[config.mk]
export PLATFORM = sky130hd
export DESIGN_NAME = voice_phase_scanner
export DESIGN_NICKNAME = d
export VERILOG_FILES = /design/src/rtl/voice_phase_scanner_pkg.sv /design/src/rtl/voice_phase_scanner.sv
export SDC_FILE = /design/constraint.sdc
export NUM_CORES = 1
export LEC_CHECK = 0
export CAP_MARGIN = 20
export CORE_ASPECT_RATIO = 1.4
export CORE_MARGIN = 2
export CORE_UTILIZATION = 43
export DETAILED_ROUTE_END_ITERATION = 6
export GPL_TIMING_DRIVEN = 0
export PLACE_DENSITY = 0.82
export SYNTH_ARGS = -nofsm -noshare
export SYNTH_HDL_FRONTEND = slang
export SYNTH_SLANG_ARGS = --single-unit
[constraint.sdc]
create_clock -name clk -period 3.3 [get_ports clk]
set_input_delay 0.66 -clock clk [delete_from_list [all_inputs] [get_ports clk]]
set_output_delay 0.66 -clock clk [all_outputs]
set_load 0.01 [all_outputs]
[src/rtl/voice_phase_scanner_pkg.sv]
// Shared definitions for the voice table: scanner states and record field layout.
// A record is {active, increment, phase}; the note handler builds records with the same helpers.
package voice_phase_scanner_pkg;

  typedef enum logic [1:0] {
    ST_IDLE = 2'd0,
    ST_RD   = 2'd1,
    ST_WB   = 2'd2
  } scan_state_t;

  localparam int PHASE_LSB = 0;

  function automatic int recWidth(input int phaseW);
    return 2 * phaseW + 1;
  endfunction

  function automatic int activeBit(input int phaseW);
    return 2 * phaseW;
  endfunction

  function automatic int incLsb(input int phaseW);
    return phaseW;
  endfunction

endpackage

[src/rtl/voice_phase_scanner.sv]
// Port-B master of the voice table: on each sample tick it walks every voice record,
// advances the phase of active voices by their increment and streams the results out.
module voice_phase_scanner
  import voice_phase_scanner_pkg::*;
#(
  parameter int VOICE_BITS = 4,
  parameter int PHASE_W    = 24,
  localparam int REC_W     = recWidth(PHASE_W)
) (
  input  logic                  clk,
  input  logic                  reset_n,
  input  logic                  sample_tick,
  output logic [VOICE_BITS-1:0] ram_addr,
  output logic                  ram_we,
  output logic [REC_W-1:0]      ram_din,
  input  logic [REC_W-1:0]      ram_dout,
  output logic                  voice_valid,
  output logic [VOICE_BITS-1:0] voice_idx,
  output logic [PHASE_W-1:0]    voice_phase,
  output logic                  voice_active,
  output logic                  voice_wrap,
  output logic                  scan_done,
  output logic                  busy,
  output logic                  overrun
);

  localparam int ACT_BIT = activeBit(PHASE_W);
  localparam int INC_LSB = incLsb(PHASE_W);
  localparam logic [VOICE_BITS-1:0] LAST_V = VOICE_BITS'((2**VOICE_BITS) - 1);

  scan_state_t r_state;
  scan_state_t w_nextState;
  logic [VOICE_BITS-1:0] r_v;
  logic [VOICE_BITS-1:0] w_nextV;

  logic [VOICE_BITS-1:0] w_ramAddr;
  logic                  w_ramWe;
  logic [REC_W-1:0]      w_ramDin;

  logic                  w_active;
  logic [PHASE_W-1:0]    w_inc;
  logic [PHASE_W-1:0]    w_phase;
  logic [PHASE_W:0]      w_sum;
  logic                  w_busy;

  logic                  r_valid;
  logic [VOICE_BITS-1:0] r_idx;
  logic [PHASE_W-1:0]    r_phase;
  logic                  r_active;
  logic                  r_wrap;
  logic                  r_done;
  logic                  r_overrun;

  assign w_active = ram_dout[ACT_BIT];
  assign w_inc    = ram_dout[INC_LSB +: PHASE_W];
  assign w_phase  = ram_dout[PHASE_LSB +: PHASE_W];
  assign w_sum    = {1'b0, w_phase} + {1'b0, w_inc};
  assign w_busy   = (r_state != ST_IDLE);

  // Sweep sequencing and port-B drive: read a record, then write its advanced phase back.
  always_comb begin
    w_nextState = r_state;
    w_nextV     = r_v;
    w_ramAddr   = '0;
    w_ramWe     = 1'b0;
    w_ramDin    = '0;
    case (r_state)
      ST_IDLE: begin
        if (sample_tick) begin
          w_nextState = ST_RD;
          w_nextV     = '0;
        end
      end
      ST_RD: begin
        w_ramAddr   = r_v;
        w_nextState = ST_WB;
      end
      ST_WB: begin
        w_ramAddr = r_v;
        if (w_active) begin
          w_ramWe  = 1'b1;
          w_ramDin = {1'b1, w_inc, w_sum[PHASE_W-1:0]};
        end
        if (r_v == LAST_V) begin
          w_nextState = ST_IDLE;
        end else begin
          w_nextV     = r_v + 1'b1;
          w_nextState = ST_RD;
        end
      end
      default: begin
        w_nextState = ST_IDLE;
      end
    endcase
  end

  // State and voice-counter registers; reset abandons any sweep in progress.
  always_ff @(posedge clk) begin
    if (!reset_n) begin
      r_state <= ST_IDLE;
      r_v     <= '0;
    end else begin
      r_state <= w_nextState;
      r_v     <= w_nextV;
    end
  end

  // Output stream register: one strobe per voice, issued the cycle after its write-back.
  always_ff @(posedge clk) begin
    if (!reset_n) begin
      r_valid   <= 1'b0;
      r_idx     <= '0;
      r_phase   <= '0;
      r_active  <= 1'b0;
      r_wrap    <= 1'b0;
      r_done    <= 1'b0;
      r_overrun <= 1'b0;
    end else begin
      r_valid   <= (r_state == ST_WB);
      r_done    <= (r_state == ST_WB) && (r_v == LAST_V);
      r_overrun <= sample_tick && w_busy;
      if (r_state == ST_WB) begin
        r_idx    <= r_v;
        r_active <= w_active;
        r_phase  <= w_active ? w_sum[PHASE_W-1:0] : w_phase;
        r_wrap   <= w_active & w_sum[PHASE_W];
      end
    end
  end

  assign ram_addr     = w_ramAddr;
  assign ram_we       = w_ramWe;
  assign ram_din      = w_ramDin;
  assign voice_valid  = r_valid;
  assign voice_idx    = r_idx;
  assign voice_phase  = r_phase;
  assign voice_active = r_active;
  assign voice_wrap   = r_wrap;
  assign scan_done    = r_done;
  assign busy         = w_busy;
  assign overrun      = r_overrun;

endmodule

==> results_dict.tcl, run 1 <==
set metrics [dict create \
    postCtsHoldBufs 0 \
    hold_class "reg2reg" \
    dr.pass1.iters 5 \
    yosys_warnings 0 \
    drt_first_iter_violations 274 \
    violations "negative setup slack" \
    most-common-layout-cells "clkdlybuf4s50_1 (85), nor2_1 (49), buf_4 (43)" \
    critPathSlowestCell "a311o_1" \
    die_x_um 77.0 \
    post-route-util_pct 78.7 \
    htreeDepth 2 \
    outcome "finished, violations left" \
    root_buffer "clkbuf_8" \
    cp-start-kind "input pin" \
    crit_chain "buf_8 > ha_4 > inv_2 > fa_2 > nor2b_4 > o211ai_1 > buf_4 > a311o_1 > nand3_4 > a41oi_2 > xor2_1 > nor2_1 > buf_2" \
    synth_edf_count 0 \
    wirelength_um 14000 \
    dpl_cell_area_um2 4720 \
    drc 0 \
    dp_hpwl_um 9720 \
    seq_area_frac_synth_pct 24.3 \
    cp_slowest_stage_delay_ns 0.36 \
    max_cap_viol_count 0 \
    initial_core_util_pct 43.9 \
    syn_nets 501 \
    gp_congestion 0.945 \
    die_h_um 106 \
    synth_cells 419 \
    power_mw 1.77 \
    cts.sinks 39 \
    cts_made_buffers 5 \
    viasPerCell 5.79 \
    critPathRequiredTime_ns 2.64 \
    placeableCoreArea_um2 7310 \
    hold_viol 0 \
    endpoint_kind "output pin" \
    crit_fanout 3 \
    multi_input_area_um2 2880 \
    grt_pass1_wl_um 20700 \
    nFillCells 525 \
    synthArstFlopShare_pct 0 \
    wire_per_inst_um 19.8 \
    critPathTopFamily "compound AO/OA/AOI/OAI gates" \
    power.leakage_nw 2.52 \
    max_freq_mhz 288 \
    ant_nets 0 \
    grt_use_total_pct 32.0 \
    syn_avg_cell_area_um2 7.66 \
    ir_drop_mv 0.201 \
    setup_viol_count_final 9 \
    fin_crit_ns 3.47 \
    setup_ws_ns -0.170 \
    setup-tns-final_ns -0.935 \
    postLayoutCellArea_um2 5750 \
    final_layout_size_suffix_gt1_share_pct 27.3 \
    final_common_cell "clkdlybuf4s50_1" \
    grt_pass1_vias 3952 \
    cts_tree "built" \
    vias 4081 \
    final.period_utilization_pct 105 \
    netlist_area_um2 3210 \
    grt_remaining_overflow 0 \
    clk_pin_slew_worst_paths_ns 0.09 \
    fp.dieArea_um2 8180 \
    powerDensity_nw_per_um2 308 \
    num-nets-final 689 \
    rows 37 \
    ios 140 \
    worstSetupPathType "in2out" \
    ys_types 61 \
    ys_ff_latch 39 \
    max_slew_margin_pct 52.1 \
    worst_pin_slew_ns 0.718 \
    synth_ff_type "dfxtp_1" \
    finalMaxSlewViolations 0 \
    grt_max_degree 14 \
    fin_skew_ns 0.00701 \
    clk_latency_ns 0.30 \
    seq_area_um2 781 \
    clockBufferDepth 2 \
    syn_to_final_growth_pct 79.2 \
    n_antenna_cell 0 \
    critPathBufInv 4 \
    worstPathArrival_ns 2.81 \
    antenna_found_initial 0 \
    io_buffers 139 \
    rsz0062_at_grt "yes" \
]
cell families after synthesis:
logic type / share of synthesized area, %
XOR/XNOR: 4.91
adder cells (fa/ha/maj): 11.9
AND/OR/NAND/NOR: 25.8
AO/OA/AOI/OAI: 25.7
buffers and inverters: 5.49
flip-flops: 24.3
multiplexers: 1.87
synth_stat cells (6+ instances only):
| cell | instances | area share [%] |
|---|---|---|
| a21o_1 | 8 | 1.9 |
| a21oi_1 | 35 | 5.5 |
| a31oi_1 | 7 | 1.4 |
| and2_1 | 10 | 1.9 |
| and3_1 | 33 | 6.4 |
| clkbuf_1 | 19 | 2.2 |
| dfxtp_1 | 39 | 24 |
| ha_1 | 29 | 11 |
| inv_1 | 14 | 1.6 |
| mux2i_1 | 6 | 1.9 |
| nand2_1 | 29 | 3.4 |
| nand3_1 | 10 | 1.6 |
| nor2_1 | 49 | 5.7 |
| nor3_1 | 9 | 1.4 |
| o21a_1 | 6 | 1.4 |
| o21ai_0 | 21 | 3.3 |
| xnor2_1 | 11 | 3.0 |
| xor2_1 | 7 | 1.9 |
repair_timing:
item | CTS | global route
setup buffers | 104 | 12
setup endpoints to repair | 45 | 43
pin swaps | 36 | 45
gates resized for setup | 178 | 81
per-layer routing:
layer	wire (um)	vias up	GRT usage [%]	share of wire (%)
met5	0	-	0	0
met4	354	0	11.6	2.5
met3	734	23	3.14	5.2
met2	7590	162	59.6	54
met1	5310	1989	37.8	38
li1	-	1907	-	-
per-stage QoR:
stage               setup WS, ns  instances  hold WS [ns]
floorplan                  0.120        419         0.490
global placement           -1.19        655         0.453
detailed placement         -1.23        655         0.464
CTS                       -0.256        696         0.477
global route              -0.240        705         0.503
finish                    -0.170        705         0.491
sequential cells by signal (all words and copies together), names as in the netlist:
register      count
voice_phase      24
r_v               4
voice_idx         4
r_state           2
overrun           1
scan_done         1
voice_active      1
voice_valid       1
voice_wrap        1
power by group:
part	internal [mW]	switching [mW]
sequential	0.491	0.0133
combinational	0.427	0.419
clock	0.226	0.196
final timing paths:
kind	to	slack (ns)	depth (start not counted)	from
max	ram_din[22]	-0.17	13	ram_dout[0]
min	voice_phase[11]	0.49	1	voice_phase[11]
max reg2reg	voice_phase[15]	1.11	7	r_state[0]
min reg2reg	voice_phase[11]	0.49	1	voice_phase[11]
final cells by class:
cell class	instances	share of cell area [%]
sequential	39	13.6
timing repair buffer	185	29.3
clock buffer	5	1.20
tap	97	2.11
inverter	14	0.913
multi-input combinational	340	50.0
buffer	22	2.13
clock inverter	3	0.761
Note: power is estimated with default switching activity, not from simulation.
==> inputs of run 2 (changes only) <==
- CORE_MARGIN: 2 -> 4
==> results_dict.tcl, run 2 (synthesized netlist as in run 1, its figures left out) <==
set metrics [dict create \
    outcome "finished, violations left" \
    violations "negative setup slack" \
    viasPerCell 6.03 \
    die_x_um 81.0 \
    placeableCoreArea_um2 7310 \
    worstSetupPathType "in2out" \
    max_freq_mhz 278 \
    dr.pass1.iters 6 \
    setup_viol_count_final 8 \
    wirelength_um 14900 \
    initial_core_util_pct 43.9 \
    drt_first_iter_violations 348 \
    fp.dieArea_um2 8930 \
    clk_pin_slew_worst_paths_ns 0.09 \
    clockBufferDepth 2 \
    final_common_cell "clkdlybuf4s50_1" \
    dp_hpwl_um 9990 \
    largest_reg_flops 24 \
    max_cap_viol_count 0 \
    fin_skew_ns 0.00339 \
    wire_per_inst_um 20.9 \
    pre_cts_ws_ns -1.19 \
    dpl_cell_area_um2 4720 \
    rsz0062_at_grt "yes" \
    drc 0 \
    grt_remaining_overflow 0 \
    worstPathArrival_ns 2.93 \
    most-common-layout-cells "clkdlybuf4s50_1 (80), buf_4 (54), nor2_1 (49)" \
    hold_viol 0 \
    ios 140 \
    gp_congestion 0.943 \
    grt_pass1_vias 4193 \
    antenna_found_initial 0 \
    vias 4319 \
    grt_max_degree 14 \
    n_antenna_cell 0 \
    max_slew_margin_pct 51.8 \
    final.period_utilization_pct 109 \
    num-nets-final 700 \
    clk_latency_ns 0.30 \
    setup-tns-final_ns -1.46 \
    io_buffers 139 \
    finalMaxSlewViolations 0 \
    die_h_um 110 \
    cp-start-kind "input pin" \
    htreeDepth 2 \
    cts.sinks 39 \
    hold_class "reg2reg" \
    root_buffer "clkbuf_8" \
    fin_crit_ns 3.59 \
    power.leakage_nw 2.54 \
    crit_fanout 2 \
    syn_to_final_growth_pct 80.3 \
    endpoint_kind "output pin" \
    cts_made_buffers 5 \
    setup_ws_ns -0.291 \
    cts_tree "built" \
    grt_use_total_pct 31.2 \
    grt_pass1_wl_um 21400 \
    postCtsHoldBufs 0 \
    ir_drop_mv 0.275 \
    ant_nets 0 \
    rows 37 \
    whs_ns 0.485 \
    critPathRequiredTime_ns 2.64 \
    nFillCells 536 \
    final_layout_size_suffix_gt1_share_pct 30.0 \
    postLayoutCellArea_um2 5790 \
    powerDensity_nw_per_um2 315 \
    power_mw 1.83 \
    worst_pin_slew_ns 0.723 \
]
## run 2: layout make-up
cell class	instances	area (um2)	area share (%)
Buffer	22	123	2.12
Clock buffer	5	68.8	1.19
Clock inverter	3	43.8	0.757
Inverter	14	52.6	0.908
Multi-Input combinational cell	340	2880	49.7
Sequential cell	39	781	13.5
Tap cell	97	121	2.10
Timing Repair Buffer	196	1720	29.7
## run 2: path summary, 6_finish.rpt
check	startpoint	to	slack (ns)	cells after the start
setup / recovery	ram_dout[0]	ram_din[20]	-0.29	14
hold reg to reg	voice_active	voice_active	0.49	2
hold / removal	voice_active	voice_active	0.49	2
setup reg to reg	r_state[0]	voice_phase[20]	1.05	7
## run 2: worst max-delay path, stage by stage
cell	delay, ns
buf_8	0.08
ha_4	0.13
inv_2	0.04
fa_2	0.35
nor2b_2	0.14
o211ai_1	0.15
buf_4	0.18
a311o_1	0.41
buf_4	0.16
nand3_2	0.09
a21oi_2	0.08
xor2_1	0.22
nor2_1	0.08
buf_2	0.15
## run 2: what timing repair did
| item | CTS | global route |
|---|---|---|
| setup buffers | 38 | 19 |
| gates resized for setup | 202 | 68 |
| setup endpoints to repair | 46 | 44 |
| pin swaps | 49 | 42 |
| cloned | 0 | 0 |
## run 2: metrics by stage
stage                     instances  utilization (%)
after CTS                       697             74.8
after global placement          655             64.6
after detailed placement        655             64.6
final                           716             79.1
after global routing            716             79.1
after floorplan                 419                -
## run 2: per-layer routing
| layer | wire length [um] | GRT usage (%) | up-vias |
|---|---|---|---|
| li1 | - | - | 1937 |
| met1 | 5290 | 34.9 | 2054 |
| met2 | 7830 | 56.8 | 256 |
| met3 | 1010 | 3.98 | 72 |
| met4 | 792 | 16.5 | 0 |
| met5 | 0 | 0 | - |
## run 2: report_power, final
part           internal, mW  total [mW]  switching, mW
combinational         0.461       0.901          0.440
clock                 0.226       0.420          0.195
sequential            0.491       0.504         0.0135
==> inputs of run 3 (changes only) <==
- SKIP_LAST_GASP: not set -> 1
==> results_dict.tcl, run 3 (synthesized netlist as in run 1, its figures left out) <==
set metrics [dict create \
    hold_viol 0 \
    final_layout_size_suffix_gt1_share_pct 28.6 \
    clockBufferDepth 2 \
    cts_tree "built" \
    grt_pass1_wl_um 21300 \
    worstPathArrival_ns 2.88 \
    fin_crit_ns 3.54 \
    final.period_utilization_pct 107 \
    vias 4164 \
    antenna_found_initial 0 \
    critPathBufInv 3 \
    seq_area_um2 781 \
    setup_ws_ns -0.239 \
    max_freq_mhz 283 \
    most-common-layout-cells "clkdlybuf4s50_1 (82), nor2_1 (49), buf_4 (49)" \
    postCtsHoldBufs 0 \
    drc 0 \
    rsz0062_at_grt "yes" \
    violations "negative setup slack" \
    cts.sinks 39 \
    nFillCells 557 \
    crit_chain "dlygate4sd2_1 > ha_4 > o21ai_0 > or2_1 > a311o_1 > nand3_4 > buf_4 > a211o_1 > xnor2_2 > nor2_1 > buf_2" \
    cts_made_buffers 5 \
    fp.dieArea_um2 8930 \
    ant_nets 0 \
    die_x_um 81.0 \
    regToRegSetupSlack_ns 1.09 \
    grt_max_degree 14 \
    hold_class "reg2reg" \
    outcome "finished, violations left" \
    grt_remaining_overflow 0 \
    die_h_um 110 \
    clk_latency_ns 0.30 \
    syn_to_final_growth_pct 77.2 \
    ios 140 \
    multi_input_area_um2 2840 \
    max_slew_margin_pct 51.8 \
    rows 37 \
    worstSetupPathType "in2out" \
    max_cap_viol_count 0 \
    root_buffer "clkbuf_8" \
    cp_slowest_stage_delay_ns 0.29 \
    critPathSlowestCell "dlygate4sd2_1" \
    pre_cts_ws_ns -1.19 \
    rr_worst_depth 7 \
    rr_startpoint "r_state[0]" \
    critPathRequiredTime_ns 2.64 \
    largest_reg_flops 24 \
    ir_drop_mv 0.272 \
    initial_core_util_pct 43.9 \
    drt_first_iter_violations 319 \
    whs_ns 0.484 \
    dr.pass1.iters 5 \
    gp_congestion 0.943 \
    hp-start "voice_active" \
    n_antenna_cell 0 \
    htreeDepth 2 \
    finalMaxSlewViolations 0 \
    dp_hpwl_um 9990 \
    cp-start-kind "input pin" \
    hold_end "voice_active" \
    r2r-end "voice_phase[20]" \
    viasPerCell 5.87 \
    fin_skew_ns 0.00562 \
    final_common_cell "clkdlybuf4s50_1" \
    wirelength_um 14400 \
    placeableCoreArea_um2 7310 \
    worst_pin_slew_ns 0.723 \
    io_buffers 139 \
    powerDensity_nw_per_um2 314 \
    wire_per_inst_um 20.4 \
    power.leakage_nw 2.50 \
    grt_use_total_pct 31.2 \
    critPathTopFamily "compound AO/OA/AOI/OAI gates" \
    endpoint_kind "output pin" \
    num-nets-final 693 \
    grt_pass1_vias 4193 \
    setup_viol_count_final 10 \
    clk_pin_slew_worst_paths_ns 0.09 \
    min_path_cells 2 \
    crit_fanout 4 \
]
run 3: stage by stage:
stage | cell area [um2] | cells | total power [mW] | utilization [%] | TNS (ns)
finish | 5690 | 709 | 1.78 | 77.8 | -1.20
floorplan | 3210 | 419 | 0.846 | - | 0
CTS | 5470 | 697 | 1.68 | 74.7 | -0.810
global route | 5690 | 709 | 1.85 | 77.8 | -1.73
detailed placement | 4720 | 655 | 1.08 | 64.6 | -18.11
global placement | 4720 | 655 | 1.08 | 64.6 | -17.08
run 3: worst max-delay path by stage:
stage	startpoint	end	slack, ns	depth (start not counted)
after CTS	ram_dout[24]	ram_din[16]	-0.18	12
after floorplan	ram_dout[0]	ram_din[22]	0.12	10
after global placement	ram_dout[0]	ram_din[22]	-1.17	12
after global routing	ram_dout[5]	ram_din[18]	-0.29	11
final	ram_dout[5]	ram_din[18]	-0.24	11
after detailed placement	ram_dout[0]	ram_din[22]	-1.19	12
run 3: timing repair:
action | CTS | global route
setup buffers | 38 | 12
setup endpoints to repair | 46 | 44
pin swaps | 48 | 39
gates resized for setup | 195 | 63
run 3: where the power goes:
| group | switching, mW | leakage, nW | internal (mW) | total [mW] |
|---|---|---|---|---|
| logic | 0.424 | 2.13 | 0.440 | 0.864 |
| clock network | 0.191 | 0.0581 | 0.226 | 0.417 |
| registers | 0.0133 | 0.316 | 0.491 | 0.504 |
| total | 0.628 | 2.50 | 1.16 | 1.78 |
run 3: worst reg2reg max path, cell delays in order (launching register included):
cell	delay (ns)
dfxtp_1	0.36
inv_1	0.09
ha_1	0.23
inv_1	0.11
nor2_1	0.48
clkbuf_1	0.49
a22oi_1	0.16
o22ai_1	0.20
run 3: final cells by class:
type / instances / share of cell area, %
Multi-Input combinational cell: 340 / 49.9
Inverter: 14 / 0.924
Tap cell: 97 / 2.13
Clock inverter: 3 / 0.770
Buffer: 22 / 2.16
Sequential cell: 39 / 13.7
Clock buffer: 5 / 1.21
Timing Repair Buffer: 189 / 29.2
run 3: metal layers:
layer	vias up	GRT usage, %	wire [um]
met5	-	0	0
met4	0	16.1	619
met3	49	3.41	866
met2	218	56.8	7660
met1	1984	35.2	5280
li1	1913	-	-
==> variant 1 (flow settings as in run 3) <==
Add an input register stage for `sample_tick` and `ram_dout`, with the module's reset; this delays them by one clock.
--- a/src/rtl/voice_phase_scanner.sv
+++ b/src/rtl/voice_phase_scanner.sv
@@ -28,6 +28,19 @@
   localparam int INC_LSB = incLsb(PHASE_W);
   localparam logic [VOICE_BITS-1:0] LAST_V = VOICE_BITS'((2**VOICE_BITS) - 1);
 
+  logic sample_tick_q;
+  logic [REC_W-1:0] ram_dout_q;
+
+  always_ff @(posedge clk) begin
+    if (!reset_n) begin
+      sample_tick_q <= '0;
+      ram_dout_q    <= '0;
+    end else begin
+      sample_tick_q <= sample_tick;
+      ram_dout_q    <= ram_dout;
+    end
+  end
+
   scan_state_t r_state;
   scan_state_t w_nextState;
   logic [VOICE_BITS-1:0] r_v;
@@ -51,9 +64,9 @@
   logic                  r_done;
   logic                  r_overrun;
 
-  assign w_active = ram_dout[ACT_BIT];
-  assign w_inc    = ram_dout[INC_LSB +: PHASE_W];
-  assign w_phase  = ram_dout[PHASE_LSB +: PHASE_W];
+  assign w_active = ram_dout_q[ACT_BIT];
+  assign w_inc    = ram_dout_q[INC_LSB +: PHASE_W];
+  assign w_phase  = ram_dout_q[PHASE_LSB +: PHASE_W];
   assign w_sum    = {1'b0, w_phase} + {1'b0, w_inc};
   assign w_busy   = (r_state != ST_IDLE);
 
@@ -66,7 +79,7 @@
     w_ramDin    = '0;
     case (r_state)
       ST_IDLE: begin
-        if (sample_tick) begin
+        if (sample_tick_q) begin
           w_nextState = ST_RD;
           w_nextV     = '0;
         end
@@ -118,7 +131,7 @@
     end else begin
       r_valid   <= (r_state == ST_WB);
       r_done    <= (r_state == ST_WB) && (r_v == LAST_V);
-      r_overrun <= sample_tick && w_busy;
+      r_overrun <= sample_tick_q && w_busy;
       if (r_state == ST_WB) begin
         r_idx    <= r_v;
         r_active <= w_active;
Behaviour: not the same (Yosys sat finds a counterexample within 4 cycles, from zero or initial values and one cycle with reset_n low).
==> variant 1 against run 3 <==
  * The flow still finishes with violations (negative setup slack)
  * Area after synthesis up 38%
  * Register-to-register slack worse by 420 ps
  * Hold slack worse by 11 ps
  * Setup slack better by 140 ps
  * Sequential cell count up 50
  * Final area up 16%
  * Power up 44%
  * Wire length up 7.1%
==> variant 1: results (changes against run 3) <==
outcome finished with violations; failing checks negative setup slack; setup violators final 4 (-6); Mapped Nets 587 (+17%); clock root cell clkbuf_16; Top Family by Delay on Critical Path compound AO/OA/AOI/OAI gates; Slew HR 54.56% (+2.8 points); met3 wire length 872 um (+0.69%); register area share after synthesis 40.23% (+16 points); Area contributors post-synth dfxtp_1 40%, and2_1 8.5%, ha_1 8.2%; setup_tns -235.4 ps (+963.1 ps); slowest CP cell fa_2; via count 4465 (+7.2%); Pins Over Slew Limit 0 (unchanged); largest net degree at the start of global routing 16 (+2); met3 GRT Util 4.052% (+0.64 points); setup ws final -94.97 ps (+144.4 ps); comb pwr 0.466 mW (-46%); Max Used Layer met4; cell leakage power 2.787 nW (+11%); Layout Skew 11.51 ps (+5.885 ps); share of cells above drive strength 1 14.12% (-14 points); CP Data Arrival Time 2730 ps (-150 ps); initial antenna violation count 0 (unchanged); Avg WL per Cell 18.97 um (-6.8%); Filler Cells Inserted 826 (+48%); sequential power share 44.9% (+17 points); Peak VDD IR 0.2639 mV (-2.9%); max reg flops 49 (+100%); clock-pin slew on the worst setup and hold paths 70 ps (-20 ps); H-tree levels 3 (+1); first-pass GRT wire length 23600 um (+11%); Int Pwr 1.856 mW (+60%); final RePlAce weighted congestion 0.9420 (about the same); GRT Total Usage 25.41% (-5.8 points); I/O Buffers 139 (unchanged); Unique masters post-synth 51 (-16%); Max FO, Critical Path 5 (+1); vias in the first global route 4673 (+11%); Antenna Cells 0 (unchanged); Post-synth top cells 89 x dfxtp_1, 60 x and2_1, 52 x nor2_1; worst min path class reg2reg; clock buffer depth 2 (unchanged); largest register by flop count ram_dout_q; ys async rst share 0% (unchanged); First DRT Iteration DRCs 217 (-32%); met2 wire length 8111 um (+5.8%); Metal-1 WL 5800 um (+9.8%); CTS Buf Count 9 (+4); post-DP HPWL 11110 um (+11%); Pre-antenna DRT Iters 6 (+1); met1 Use GR 27.78% (-7.4 points); clock latency on the worst-skew pair 350 ps (+50 ps); met2 Track Usage GR 45.96% (-11 points); CP max stage delay 420 ps (+130 ps); Final Net Count 758 (+9.4%)
variant 1: worst paths after layout:
kind / slack (ps) / from / depth (start not counted) / endpoint
hold reg to reg: 470 / voice_active / 2 / voice_active
setup / recovery: -90 / ram_dout_q[24] / 11 / ram_din[16]
hold / removal: 470 / voice_active / 2 / voice_active
setup reg to reg: 670 / ram_dout_q[11] / 10 / voice_wrap
variant 1: area by class of cell:
cell class / count / area [um^2] / share of cell area (%)
multi-input cells: 374 / 2715 / 41.08
flip-flops and latches: 89 / 1784 / 26.99
repair buffers: 160 / 1499 / 22.68
clock buffers: 9 / 225.2 / 3.407
well taps: 135 / 168.9 / 2.555
plain buffers: 30 / 130.1 / 1.969
inverters: 12 / 45.04 / 0.6814
clock inverters: 6 / 42.54 / 0.6436
variant 1: metrics by stage:
step	cell area, um^2	std cells	worst slack, ps	total power, mW	utilization (%)
finish	6610	815	-94.97	2.567	66.05
floorplan	4429	505	580.0	1.401	-
global route	6610	815	-160.6	2.659	66.05
CTS	6439	805	-121.8	2.534	64.34
detailed placement	5989	779	-277.5	1.572	59.85
global placement	5989	779	-255.7	1.561	59.85
variant 1: kinds of logic (layout without fill, tap and decap cells):
family,Yosys count,count (layout),share of synthesized area (%)
AO/OA/AOI/OAI,123,123,19.01
XOR/XNOR,21,21,4.153
adder cells (fa/ha/maj),30,30,8.644
buffers and inverters,42,217,3.842
flip-flops,89,89,40.23
multiplexers,7,7,1.582
AND/OR/NAND/NOR,193,193,22.54
variant 1: repair_timing:
| item | in CTS | in global routing |
|---|---|---|
| gates resized for setup | 55 | 50 |
| setup buffers | 11 | 10 |
| pin swaps | 13 | 20 |
| setup endpoints to repair | 25 | 39 |
==> variant 2 (settings of run 3) <==
Made on the original files. The parameter `PHASE_W` goes from 24 to 36.
--- a/src/rtl/voice_phase_scanner.sv
+++ b/src/rtl/voice_phase_scanner.sv
@@ -4,7 +4,7 @@
   import voice_phase_scanner_pkg::*;
 #(
   parameter int VOICE_BITS = 4,
-  parameter int PHASE_W    = 24,
+  parameter int PHASE_W    = 36,
   localparam int REC_W     = recWidth(PHASE_W)
 ) (
   input  logic                  clk,
Interface: changed (resized ram_din, ram_dout and voice_phase); port bits go from 140 to 200. No check against the original RTL was run, so the function may have changed too.
==> variant 2 against run 3 <==
  * Fmax down 9.2%
  * Sequential cell count up 12
  * Power up 44%
  * Critical path type unchanged
  * Sequential power grew 32%
  * Critical endpoint is now ram_din[33]
  * The flow still finishes with violations (negative setup slack)
  * Count of clock-buffer cells in the layout stayed put
  * Setup slack got worse by 360 ps
  * Synthesized cell count rose by 48%
  * Clock skew about the same
  * Combinational power rose by 54%
  * Area after synthesis rose by 45%
  * Wire length grew 79%
  * Final area up 48%
==> variant 2: results (changes against run 3) <==
outcome finished with violations; failing checks negative setup slack; Area contributors post-synth dfxtp_1 22%, ha_1 11%, and3_1 5.9%; Antenna Cells 0 (unchanged); reg2reg path depth 8 (+1); setup ws final -599.9 ps (-360.6 ps); Worst R2R Start r_state[0]; Mapped Nets 738 (+47%); post-synthesis xor/xnor area fraction 4.903% (-0.0073 points); setup_tns -8438 ps (-7240 ps); worst min path class reg2reg; Unique masters post-synth 61 (unchanged); via count 6811 (+64%); Pre-antenna DRT Iters 7 (+2); dpl ws -1334 ps (-140.2 ps); max reg flops 36 (+50%); multiplexer share of the synthesized area 1.940% (+0.069 points); Worst Hold End voice_active; Layout Skew 5.358 ps (-0.2619 ps); CTS Buf Count 5 (unchanged); GRT Total Usage 34.89% (+3.7 points); hold_ws 486.7 ps (+3.000 ps); Synth Area in Compound Gates 27.80% (+2.1 points); clock root cell clkbuf_16; cell leakage power 3.677 nW (+47%); Peak VDD IR 0.2249 mV (-17%); largest net degree at the start of global routing 18 (+4); Worst Tran Pin Value 1005 ps (+281.9 ps); reg2reg end voice_phase[30]; I/O Buffers 199 (+43%); first-pass GRT wire length 33640 um (+58%); post-DP HPWL 15110 um (+51%); worst reg2reg setup slack 630 ps (-460 ps); H-tree levels 2 (unchanged); ys async rst share 0% (unchanged); synth warn 0 (unchanged); clock latency on the worst-skew pair 310 ps; Post-synth top cells 54 x a21oi_1, 53 x nor2_1, 51 x dfxtp_1; Avg WL per Cell 24.41 um (+20%); Filler Cells Inserted 648 (+16%); share of cells above drive strength 1 31.15% (+2.6 points); First DRT Iteration DRCs 671 (+110%); vias in the first global route 6607 (+58%); setup violators final 26 (+16); Final Net Count 1035 (+49%); final RePlAce weighted congestion 0.9616 (+2.0%); Max FO, Critical Path 3 (-1); CP Data Arrival Time 3240 ps (+360 ps); clock-pin slew on the worst setup and hold paths 80 ps; initial antenna violation count 0 (unchanged); adder and majority cell fraction of the synthesized area 11.48% (-0.45 points); register area share after synthesis 21.98% (-2.3 points); Hold Startpoint voice_active
==> variant 2: logic make-up after synthesis <==
logic type | count (synthesis)
xor gates and xnor gates | 26
AOI/OAI and AO/OA | 194
and+or+nand+nor | 243
adders and majority gates | 42
muxes | 9
buffers and inverters | 55
DFF | 51
==> variant 2: where the power goes <==
group | leakage [nW] | switching [mW] | internal (mW)
registers | 0.413 | 0.0208 | 0.647
logic | 3.19 | 0.697 | 0.632
clock network | 0.0742 | 0.282 | 0.286
total | 3.68 | 1.00 | 1.56
==> variant 2: area by class of cell <==
cell class / count / area share [%]
sequential: 51 / 12.11
inverter: 15 / 0.6681
clock buffer: 5 / 1.485
tap: 138 / 2.049
buffer: 33 / 1.960
clock inverter: 3 / 0.2672
timing repair buffer: 297 / 30.79
multi-input combinational: 514 / 50.67
==> variant 2: layer usage <==
layer  share of wire (%)  vias up  GRT usage (%)
met5                   0        -              0
met4                 7.5        0          22.28
met3                 9.9      200          7.274
met2                  50      603          63.35
met1                  33     3150          35.65
li1                    -     2858              -
==> variant 2: how the worst max path moves through the flow <==
stage | from | endpoint | depth (start not counted)
floorplan | ram_dout[0] | ram_din[32] | 12
global placement | ram_dout[0] | ram_din[32] | 14
detailed placement | ram_dout[0] | ram_din[32] | 14
CTS | ram_dout[36] | ram_din[32] | 16
global route | ram_dout[46] | ram_din[33] | 14
finish | ram_dout[46] | ram_din[33] | 14
==> variant 2: what timing repair did <==
item,4_1_cts,5_1_grt
gates resized for setup,327,115
endpoints found under the setup margin,72,67
pin swaps,73,46
setup buffers,71,27
cloned,0,0
==> variant 2: worst max-delay path, stage by stage <==
cell and delay (ps):
buf_2 120, ha_4 260, buf_4 140, a21oi_4 160
o21ai_1 170, nor3_2 460, nand3_4 190, a31oi_4 250
buf_6 140, o31ai_4 60, a21oi_2 150, xor2_1 220
nor2_1 70, buf_2 170
==> variant 2: through the flow <==
step / instances / instance area (um^2)
2_1_floorplan: 620 / 4647
3_3_place_gp: 957 / 6812
3_5_place_dp: 957 / 6812
4_1_cts: 1029 / 8014
5_1_grt: 1056 / 8428
6_report: 1056 / 8428
